File: config.mk
export PLATFORM = sky130hd
export DESIGN_NAME = hamming_rx_decoder
export DESIGN_NICKNAME = d
export VERILOG_FILES = /design/src/rtl/hamming_rx_decoder.sv
export SDC_FILE = /design/constraint.sdc
export NUM_CORES = 1
export LEC_CHECK = 0
export BUFFER_PORTS_ARGS = -buffer_cell sky130_fd_sc_hd__buf_4
export CORE_ASPECT_RATIO = 0.6
export CORE_MARGIN = 2
export CORE_UTILIZATION = 35
export CTS_BUF_LIST = sky130_fd_sc_hd__clkbuf_8 sky130_fd_sc_hd__clkbuf_16
export CTS_CLUSTER_SIZE = 28
export DETAILED_ROUTE_END_ITERATION = 8
export GPL_TIMING_DRIVEN = 1
export HOLD_SLACK_MARGIN = 0.05
export PLACE_DENSITY = 0.65
export SKIP_LAST_GASP = 1
export SLEW_MARGIN = 20
export SYNTH_ARGS = -nofsm -noshare
export SYNTH_HDL_FRONTEND = slang
export SYNTH_SLANG_ARGS = --single-unit
File: constraint.sdc
create_clock -name clk -period 5.06 [get_ports clk]
set_clock_uncertainty 0.05 [all_clocks]
set_input_delay 1.012 -clock clk [delete_from_list [all_inputs] [get_ports clk]]
set_output_delay 1.012 -clock clk [all_outputs]
set_load 0.01 [all_outputs]
File: src/rtl/hamming_rx_decoder.sv
// Serial Hamming(7,4) receiver: frames the incoming bit stream, corrects
// single-bit errors and holds the recovered nibble in a one-entry buffer.
module hamming_rx_decoder #(
  parameter int unsigned COUNT_W = 16
) (
  input  logic               clk,
  input  logic               rst,
  input  logic               bit_in,
  input  logic               bit_valid,
  input  logic               sof,
  output logic [3:0]         data_out,
  output logic               data_valid,
  input  logic               data_ready,
  output logic               err_corrected,
  output logic [COUNT_W-1:0] corr_count,
  output logic               overrun,
  output logic               sync_err
);

  localparam int unsigned CW_W  = 7;
  localparam int unsigned CNT_W = 3;

  typedef enum logic {
    IDLE = 1'b0,
    RECV = 1'b1
  } state_e;

  state_e             state_q, state_d;
  logic [CNT_W-1:0]   cnt_q, cnt_d;
  logic [CW_W-1:0]    c_q, c_d;
  logic [3:0]         data_out_q, data_out_d;
  logic               data_valid_q, data_valid_d;
  logic               err_corr_q, err_corr_d;
  logic [COUNT_W-1:0] corr_count_q, corr_count_d;
  logic               overrun_q, overrun_d;
  logic               sync_err_q, sync_err_d;

  logic [CW_W-1:0]    w;
  logic [CW_W-1:0]    flip;
  logic [CW_W-1:0]    w_fix;
  logic [2:0]         syn;
  logic [3:0]         nib;
  logic               word_done;

  // Syndrome decode of the word formed by the current shift contents plus bit_in
  always_comb begin
    w      = {c_q[5:0], bit_in};
    syn[0] = w[6] ^ w[4] ^ w[2] ^ w[0];
    syn[1] = w[5] ^ w[4] ^ w[1] ^ w[0];
    syn[2] = w[3] ^ w[2] ^ w[1] ^ w[0];
    flip   = '0;
    // Hamming position p lives at w[7-p]
    if (syn != 3'd0) begin
      flip = 7'b100_0000 >> (syn - 3'd1);
    end
    w_fix  = w ^ flip;
    nib    = {w_fix[4], w_fix[2], w_fix[1], w_fix[0]};
  end

  // Framing, output buffer and status next-state logic
  always_comb begin
    state_d      = state_q;
    cnt_d        = cnt_q;
    c_d          = c_q;
    data_out_d   = data_out_q;
    data_valid_d = data_valid_q;
    err_corr_d   = err_corr_q;
    corr_count_d = corr_count_q;
    overrun_d    = overrun_q;
    sync_err_d   = sync_err_q;
    word_done    = 1'b0;

    if (bit_valid) begin
      if (sof) begin
        // sof mid-word (including the 7th position) abandons the partial word
        if ((state_q == RECV) && (cnt_q != 3'd0)) begin
          sync_err_d = 1'b1;
        end
        state_d = RECV;
        cnt_d   = 3'd1;
        c_d     = {6'b0, bit_in};
      end else if (state_q == RECV) begin
        c_d = {c_q[5:0], bit_in};
        if (cnt_q == 3'd6) begin
          cnt_d     = 3'd0;
          word_done = 1'b1;
        end else begin
          cnt_d = cnt_q + 3'd1;
        end
      end
    end

    if (word_done) begin
      if (!data_valid_q || data_ready) begin
        data_out_d   = nib;
        err_corr_d   = (syn != 3'd0);
        data_valid_d = 1'b1;
        if ((syn != 3'd0) && (corr_count_q != {COUNT_W{1'b1}})) begin
          corr_count_d = corr_count_q + COUNT_W'(1);
        end
      end else begin
        overrun_d = 1'b1;
      end
    end else if (data_valid_q && data_ready) begin
      data_valid_d = 1'b0;
    end
  end

  // State and output registers
  always_ff @(posedge clk) begin
    if (rst) begin
      state_q      <= IDLE;
      cnt_q        <= '0;
      c_q          <= '0;
      data_out_q   <= '0;
      data_valid_q <= 1'b0;
      err_corr_q   <= 1'b0;
      corr_count_q <= '0;
      overrun_q    <= 1'b0;
      sync_err_q   <= 1'b0;
    end else begin
      state_q      <= state_d;
      cnt_q        <= cnt_d;
      c_q          <= c_d;
      data_out_q   <= data_out_d;
      data_valid_q <= data_valid_d;
      err_corr_q   <= err_corr_d;
      corr_count_q <= corr_count_d;
      overrun_q    <= overrun_d;
      sync_err_q   <= sync_err_d;
    end
  end

  assign data_out      = data_out_q;
  assign data_valid    = data_valid_q;
  assign err_corrected = err_corr_q;
  assign corr_count    = corr_count_q;
  assign overrun       = overrun_q;
  assign sync_err      = sync_err_q;

endmodule

# Yosys cells after proc, flatten, opt, wreduce, memory -nomap -nowiden
# Cells that the tools add are included.
# classes
n_addsub	3
eq_ne	3
n_shift	1
mux	13
n_bitwise	11
reduce_logical	16
# ops
operator	n
adder 16 x 1 -> 16 bit, second input constant	1
!= test 16 bit, second input constant	1
2-to-1 mux 6 bit	2
AND reduction 2 bit	5
2-to-1 mux 3 bit	3
bitwise XOR 1 bit	9
2-to-1 mux 1 bit	7
>> shifter 7 x 3 -> 5 bit, first input constant	1
AND reduction 3 bit	2
nonzero test 3 bit	2
2-to-1 mux 5 bit	1
bitwise XOR 5 bit	1
nonzero test 2 bit	2
adder 3 x 1 -> 3 bit, second input constant	1
equality test 3 bit, second input constant	1
logical AND 1 bit	3
subtractor 3 x 1 -> 3 bit, second input constant	1
!= test 2 x 1 -> 1 bit, second input constant	1
logical NOT 1 bit	1
logical OR 1 bit	1
inverter 1 bit	1
# totals
reg_bits	34
inputBits	6
out_inout_bits	24
elab_cells	56

# Logic depth before layout (Yosys ltp)
# Gate-level depths: netlist (run 1).
# depth
ltp_word	7
mapped_depth	10
ltp_nobuf	9

# Worst setup path before layout (run 1)
# No wires, ideal clock.
# synth_path
kind	in2reg
from	in bit_in
to	reg corr_count_q[13], in the netlist corr_count[13]
setup_ns	0.070
arrival_ns	2.969
t_required_ns	4.940
slack_ns	1.971
path_stages	9
path_buffers	1
path_cell_list	clkbuf_1 -> xor2_1 -> nand2_1 -> o22ai_1 -> ha_1 -> nor4_4 -> o21ai_4 -> or3_1 -> a21oi_1
# synth_via
elab_chain_cells	4
elab_cells_between_ends	6
cone_classes	3 x bitwise; 3 x reduce/logical
# synth_lines
element	line_no	source
from (decl)	8	input logic bit_in,
bitwise XOR 1 bit (on tied branches)	48, 49, 50	
nonzero test 3 bit *	98	if ((syn != 3'd0) && (corr_count_q != {COUNT_W{1'b1}})) begin
logical AND 1 bit *	98	
AND reduction 3 bit (no source line) *	-	
to (signal assigned)	128	corr_count_q <= corr_count_d;
to (decl)	34	logic [COUNT_W-1:0] corr_count_q, corr_count_d;
# Every way passes the cells marked *; elsewhere a longest branch is shown, timed or not.
# A chain may end at the register's enable or synchronous reset.

# Worst setup path after layout (run 1)
# Same ends and word-level chain as after synthesis.

==> results of run 1 <==
## layer usage
layer | vias to the layer above | track usage [%]
met4 | 0 | 4.97
met2 | 40 | 17.8
met1 | 645 | 22.1
met3 | 7 | 4.16
met5 | - | 0
li1 | 752 | -
## synthesized netlist by cell type (all sizes together)
master and n:
nor2 36, dfxtp 34, nand2 13, xnor2 10, xor2 10, a21oi 9, o21ai 8, clkbuf 7
a211oi 6, o211ai 6, a22oi 5, or3 5, nand2b 4, nand3b 4, o22ai 4, buf 3
mux2i 3, nand3 3, nand4 3, nor3 3, nor4 3, and3 2, ha 2, inv 2
nor2b 2, a41oi 1, and4bb 1, nor3b 1, o2111ai 1, o21ba 1, o31a 1, o31ai 1
or2 1, or3b 1, or4 1
## critical path: stages
cell	delay (ps)
buf_4	140
xor2_1	190
nand2_1	90
o22ai_1	80
ha_1	300
nor4_4	600
o21ai_4	200
or3_1	380
a21oi_1	160
## area by class of cell
cell class	count	area, µm²	area share [%]
inverter	2	7.51	0.365
tap	63	78.8	3.83
clock inverter	1	30.0	1.46
clock buffer	6	82.6	4.01
sequential	34	681	33.1
multi-input combinational	151	960	46.7
timing repair buffer	29	218	10.6
## cells by family (layout without fill, tap and decap cells)
kind of cell	Yosys count	count (layout)
AOI/OAI and AO/OA	43	43
xor gates and xnor gates	20	20
adders and majority gates	2	2
buffers and inverters	12	38
DFF	34	34
muxes	3	3
and+or+nand+nor	83	83
## sequential cells by signal, summed over array words and instances (netlist names)
| name | flops |
|---|---|
| overrun | 1 |
| sync_err | 1 |
| cnt_q | 3 |
| data_valid | 1 |
| state_q | 1 |
| corr_count | 16 |
| c_q | 6 |
| err_corrected | 1 |
| data_out | 4 |
## path summary, 6_finish.rpt
| kind | slack, ps | to | cells past startpoint | startpoint |
|---|---|---|---|---|
| max reg2reg | 2300 | corr_count[13]$_SDFFE_PP0P_ | 7 | c_q[1]$_SDFFE_PP0P_ |
| max | 2060 | corr_count[13]$_SDFFE_PP0P_ | 9 | bit_in |
| min reg2reg | 420 | overrun$_SDFFE_PP0P_ | 2 | overrun$_SDFFE_PP0P_ |
| min | 420 | overrun$_SDFFE_PP0P_ | 2 | overrun$_SDFFE_PP0P_ |
## report_power, final
group | total, mW | internal, mW | switching (mW)
registers | 0.273 | 0.270 | 0.00305
clock network | 0.254 | 0.158 | 0.0968
logic | 0.0356 | 0.0150 | 0.0206
total | 0.563 | 0.442 | 0.121
## stage by stage
step	power, mW	setup slack [ps]	area, µm²	hold WS, ps
6_report	0.563	2060	2060	424
5_1_grt	0.587	1830	2060	484
4_1_cts	0.570	2060	2060	437
3_5_place_dp	0.314	1760	1940	420
3_3_place_gp	0.313	1840	1940	413
2_1_floorplan	0.306	1970	1690	419
==> metrics.yaml, run 1 <==
outcome:
  status: "completed"
synthesis:
  synthXorXnorAreaFrac_pct: 10.3
  synth_fa_ha_area_share_pct: 1.48
  synth.net_count: 205
  netlist.area_leader.share_pct: 40.2
  synth_top_family_by_area: "simple AND/OR/NAND/NOR gates"
  synth_area_leader_cell: "dfxtp_1"
  yosys.cell_types.count: 44
  ys_seq_area_share_pct: 40.2
  syn-cell-area_um2: 1690
  syn_inst: 197
  synth.area.top_cells: "dfxtp_1 (40%), nor2_1 (7.8%), xnor2_1 (5.2%)"
  syn_avg_cell_area_um2: 8.59
  yosys.area_share.simple_pct: 25.5
  synth-compound-area-share_pct: 17.6
  synthMuxAreaShare_pct: 1.77
  yosys_warnings: 0
  ys_ff_latch: 34
route:
  drcViolationCount: 0
  route.met2.wl_mm: 1.28
  wl_met1_mm: 2.06
  wirelength_mm: 3.56
  first_iter_violations: 67
  avgRoutedWirePerCell_um: 12.5
  top_layer_used: "met4"
  firstDrtPassIters: 4
  ant_nets: 0
  met3WireLength_um: 185
  vias: 1444
  via_per_inst: 5.05
placed_design:
  dp.cells: 279
  io_buffers: 29
  globalplace.congestion: 0.900
  dp_hpwl_mm: 2.57
cts:
  cts_sinks: 34
  hold_buffers: 0
  h-tree-depth: 2
  postCtsSetupBuffers: 0
  cts_tree: "built"
  clk_pin_slew_ps: 70
  clock_path_buffers: 2
  ctsResizeCount: 0
  clk_latency_ps: 290
  cts_buffers: 5
  clock-root-buffer: "clkbuf_8"
layout:
  fillers: 476
  layout_common_cells: "nor2_1 (35), dfxtp_1 (34), buf_4 (29), nand2_1 (13)"
  instances_no_fill: 286
  final_common_cell: "nor2_1"
  drive_gt1_share_pct: 19.3
  fin_util_pct: 44.6
  fin_nets: 231
  syn_to_final_growth_pct: 21.5
  num_antenna_cells: 0
flow_run:
  maxCapViolCount: 0
timing:
  hold_viol: 0
  worst_pin_slew_ps: 741
  finalCritPeriodShare_pct: 59.4
  timing.final.crit_period_ps: 3000
  rsz0062_at_grt: "no"
  tns_ps: 0
  slew_violations: 0
  relSlewSlack_pct: 50.3
  fmax_mhz: 333
  finalSetupViolCount: 0
power_and_ir_drop:
  cellPowerDensity_nw_per_um2: 273
  peakVddDrop_mv: 0.140
  leakage_nw: 0.757
setup_path:
  endpoint_kind: "flip-flop"
  critPathRequiredTime_ps: 5220
  start_kind: "input pin"
  arrival_ps: 3160
  critPathKind: "input pin to flip-flop"
  worst-path-max-fanout: 10
die:
  die_height_um: 57.9
  rows: 19
  initial_utilization_pct: 36.7
  dieArea_um2: 5430
  ioPinCount: 30
  chipWidth_um: 93.8
  coreArea_um2: 4610
global_routing:
  track_usage_pct: 14.1
  grt_pass1_vias: 1239
  grt_overflow: 0
  grt_max_degree: 35
  grt_pass1_wl_mm: 5.90
  antenna_found_initial: 0
worst_hold_path:
  worstHoldPathType: "flip-flop to flip-flop"
Note: power is estimated with default switching activity, not from simulation.
==> inputs of run 2 (changes only) <==
ABC_AREA = 1   (was unset)
clock period = 2.85 ns   (was 5.06 ns; I/O delays follow)
==> run 2 against run 1 <==
  * Hold slack lost 23 ps
  * Register-to-register slack got worse by 1700 ps
  * Combinational power is 91% higher
  * Synthesized cell count increased by 49%
  * Routed wire length grew 31%
  * Critical path type is now flip-flop to flip-flop
==> metrics.yaml, run 2 <==
synthesis:
  synth_area_leader_cell: "dfxtp_1"
  ys_ff_latch: 34  # unchanged
  yosys.cell_types.count: 28  # -36%
  synth.area.top_cells: "dfxtp_1 (35%), nand2_1 (17%), nor2_1 (7.5%)"
  ys_seq_area_share_pct: 34.8  # -5.4 points
  syn_inst: 293  # +49%
  syn-cell-area_um2: 1960  # +16%
  yosysMostFrequentCell: "nand2_1"
  synth_commonest_cells: "nand2_1 (90), nor2_1 (39), dfxtp_1 (34), inv_1 (31), a21oi_1 (23)"
  synth-main-ff-cell: "dfxtp_1"
  syn_avg_cell_area_um2: 6.68  # -22%
  synthArstFlopShare_pct: 0  # unchanged
  synth.net_count: 301  # +47%
  netlist.area_leader.share_pct: 34.8  # -5.4 points
  yosys_warnings: 0  # unchanged
  synth_enable_flop_cells: 0  # unchanged
route:
  firstDrtPassIters: 4  # unchanged
  vias: 1856  # +29%
  wirelength_mm: 4.67  # +31%
  via_per_inst: 4.72  # -6.5%
  ant_nets: 0  # unchanged
  avgRoutedWirePerCell_um: 11.9  # -4.6%
  drcViolationCount: 0  # unchanged
  first_iter_violations: 109  # +63%
outcome:
  status: "completed"
layout:
  instances_no_fill: 393  # +37%
  final_common_cell: "nand2_1"
  syn_to_final_growth_pct: 18.2
  largest_reg_flops: 16  # unchanged
  drive_gt1_share_pct: 17.0  # -2.3 points
  fin_nets: 331  # +43%
  num_antenna_cells: 0  # unchanged
  layout_common_cells: "nand2_1 (90), nor2_1 (39), dfxtp_1 (34), inv_1 (32), buf_4 (29)"
worst_hold_path:
  worstHoldPathType: "flip-flop to flip-flop"
  worstHoldPathCells: 2  # unchanged
global_routing:
  grt_max_degree: 24  # -31%
  grt_overflow: 0  # unchanged
  antenna_found_initial: 0  # unchanged
  track_usage_pct: 16.9  # +2.9 points
  grt_pass1_vias: 1651  # +33%
  grt_pass1_wl_mm: 7.97  # +35%
die:
  coreArea_um2: 5490  # +19%
  rows: 21  # +2
  ioPinCount: 30  # unchanged
  die_height_um: 61.9  # +7.0%
  chipWidth_um: 101  # +7.2%
  dieArea_um2: 6230  # +15%
  initial_utilization_pct: 35.7  # -1.0 points
setup_path:
  r2r_slack_ps: 650  # -1650 ps
  critPathKind: "flip-flop to flip-flop"
  worst-r2r-cell-count: 13  # +6
  endpoint_kind: "flip-flop"
  arrival_ps: 2340  # -820 ps
  critPathRequiredTime_ps: 2990  # -2230 ps
  start_kind: "flip-flop"
  worst-path-max-fanout: 8  # -2
timing:
  worst_pin_slew_ps: 615  # -126 ps
  finalSetupViolCount: 0  # unchanged
  hold_viol: 0  # unchanged
  fmax_mhz: 454
  tns_ps: 0  # unchanged
  rsz0062_at_grt: "no"
  timing.final.crit_period_ps: 2200
  finalCritPeriodShare_pct: 77.2
  slew_violations: 0  # unchanged
  relSlewSlack_pct: 58.9  # +8.6 points
cts:
  hold_buffers: 0  # unchanged
  ctsResizeCount: 0  # unchanged
  clock-root-buffer: "clkbuf_8"
  cts_tree: "built"
  clk_pin_slew_ps: 70  # about the same
  h-tree-depth: 2  # unchanged
  clock_path_buffers: 2  # unchanged
  clk_latency_ps: 290  # about the same
  cts_sinks: 34  # unchanged
  postCtsSetupBuffers: 0  # unchanged
  cts_buffers: 5  # unchanged
placed_design:
  dp.cells: 385  # +38%
  globalplace.congestion: 0.879  # -2.3%
  dp_hpwl_mm: 3.42  # +33%
  io_buffers: 29  # unchanged
power_and_ir_drop:
  cellPowerDensity_nw_per_um2: 403  # +47%
  peakVddDrop_mv: 0.181  # +29%
  leakage_nw: 1.00  # +33%
flow_run:
  maxCapViolCount: 0  # unchanged
==> run 2: cell count changes after synthesis, moves of 5 or more <==
cell      previous run  this run
a22oi_1              5         0
xor2_1              10         5
a21oi_1              9        23
a211oi_1             6         0
nand3_1              2        19
o211ai_1             5         0
or3_1                5         0
nand2_2              0         5
inv_1                2        31
nand2_1             13        90
==> run 2: logic make-up (layout without fill, tap and decap cells) <==
kind of cell	count (synthesis)	count (layout)	synth area share [%]
and+or+nand+nor	169	169	38.9
AOI/OAI and AO/OA	38	38	11.3
buffers and inverters	38	69	8.37
DFF	34	34	34.8
xor gates and xnor gates	12	12	5.37
adders and majority gates	2	2	1.28
==> run 2: per-layer routing <==
layer	routed length, µm	share of wire, %	track usage (%)
met1	2640	57	26.0
met2	1620	35	22.2
met3	347	7.4	4.36
met4	65	1.4	6.46
met5	0	0	0
==> run 2: final timing paths <==
check	end	from
min reg2reg	sync_err$_SDFFE_PP0P_	sync_err$_SDFFE_PP0P_
max reg2reg	data_out[2]$_SDFFE_PP0P_	c_q[3]$_SDFFE_PP0P_
min	sync_err$_SDFFE_PP0P_	sync_err$_SDFFE_PP0P_
max	data_out[2]$_SDFFE_PP0P_	c_q[3]$_SDFFE_PP0P_
==> run 2: report_power, final <==
part	internal, mW	leakage (nW)	switching, mW
clock	0.192	0.0524	0.189
combinational	0.0219	0.677	0.0460
sequential	0.479	0.275	0.00496
total	0.693	1.00	0.240
==> run 2: per-stage QoR <==
stage                     utilization (%)  hold slack [ps]  setup slack, ps  power [mW]  instance area, µm²
after global routing                 42.2              447              391       0.979                2310
final                                42.2              401              649       0.933                2310
after global placement               40.5              394              522       0.561                2220
after detailed placement             40.5              393              470       0.562                2220
after CTS                            42.2              404              685       0.941                2310
after floorplan                         -              417              793       0.543                1960
==> run 2: critical path: stages (launching register included) <==
cell,delay [ps]
dfxtp_1,490
inv_1,180
nand2_1,90
nand2_1,50
nand2_1,60
nand2_1,170
nor2_1,150
ha_1,250
nor2_1,170
inv_1,80
nor2_1,130
a21oi_1,80
nor2_1,110
nor2_1,40
==> run 2: area by class of cell <==
class | count | area [µm²]
fill | 573 | 3180
multi-input combinational | 221 | 1110
sequential | 34 | 681
timing repair buffer | 29 | 218
inverter | 32 | 125
tap | 69 | 86.3
clock buffer | 6 | 82.6
clock inverter | 2 | 8.76
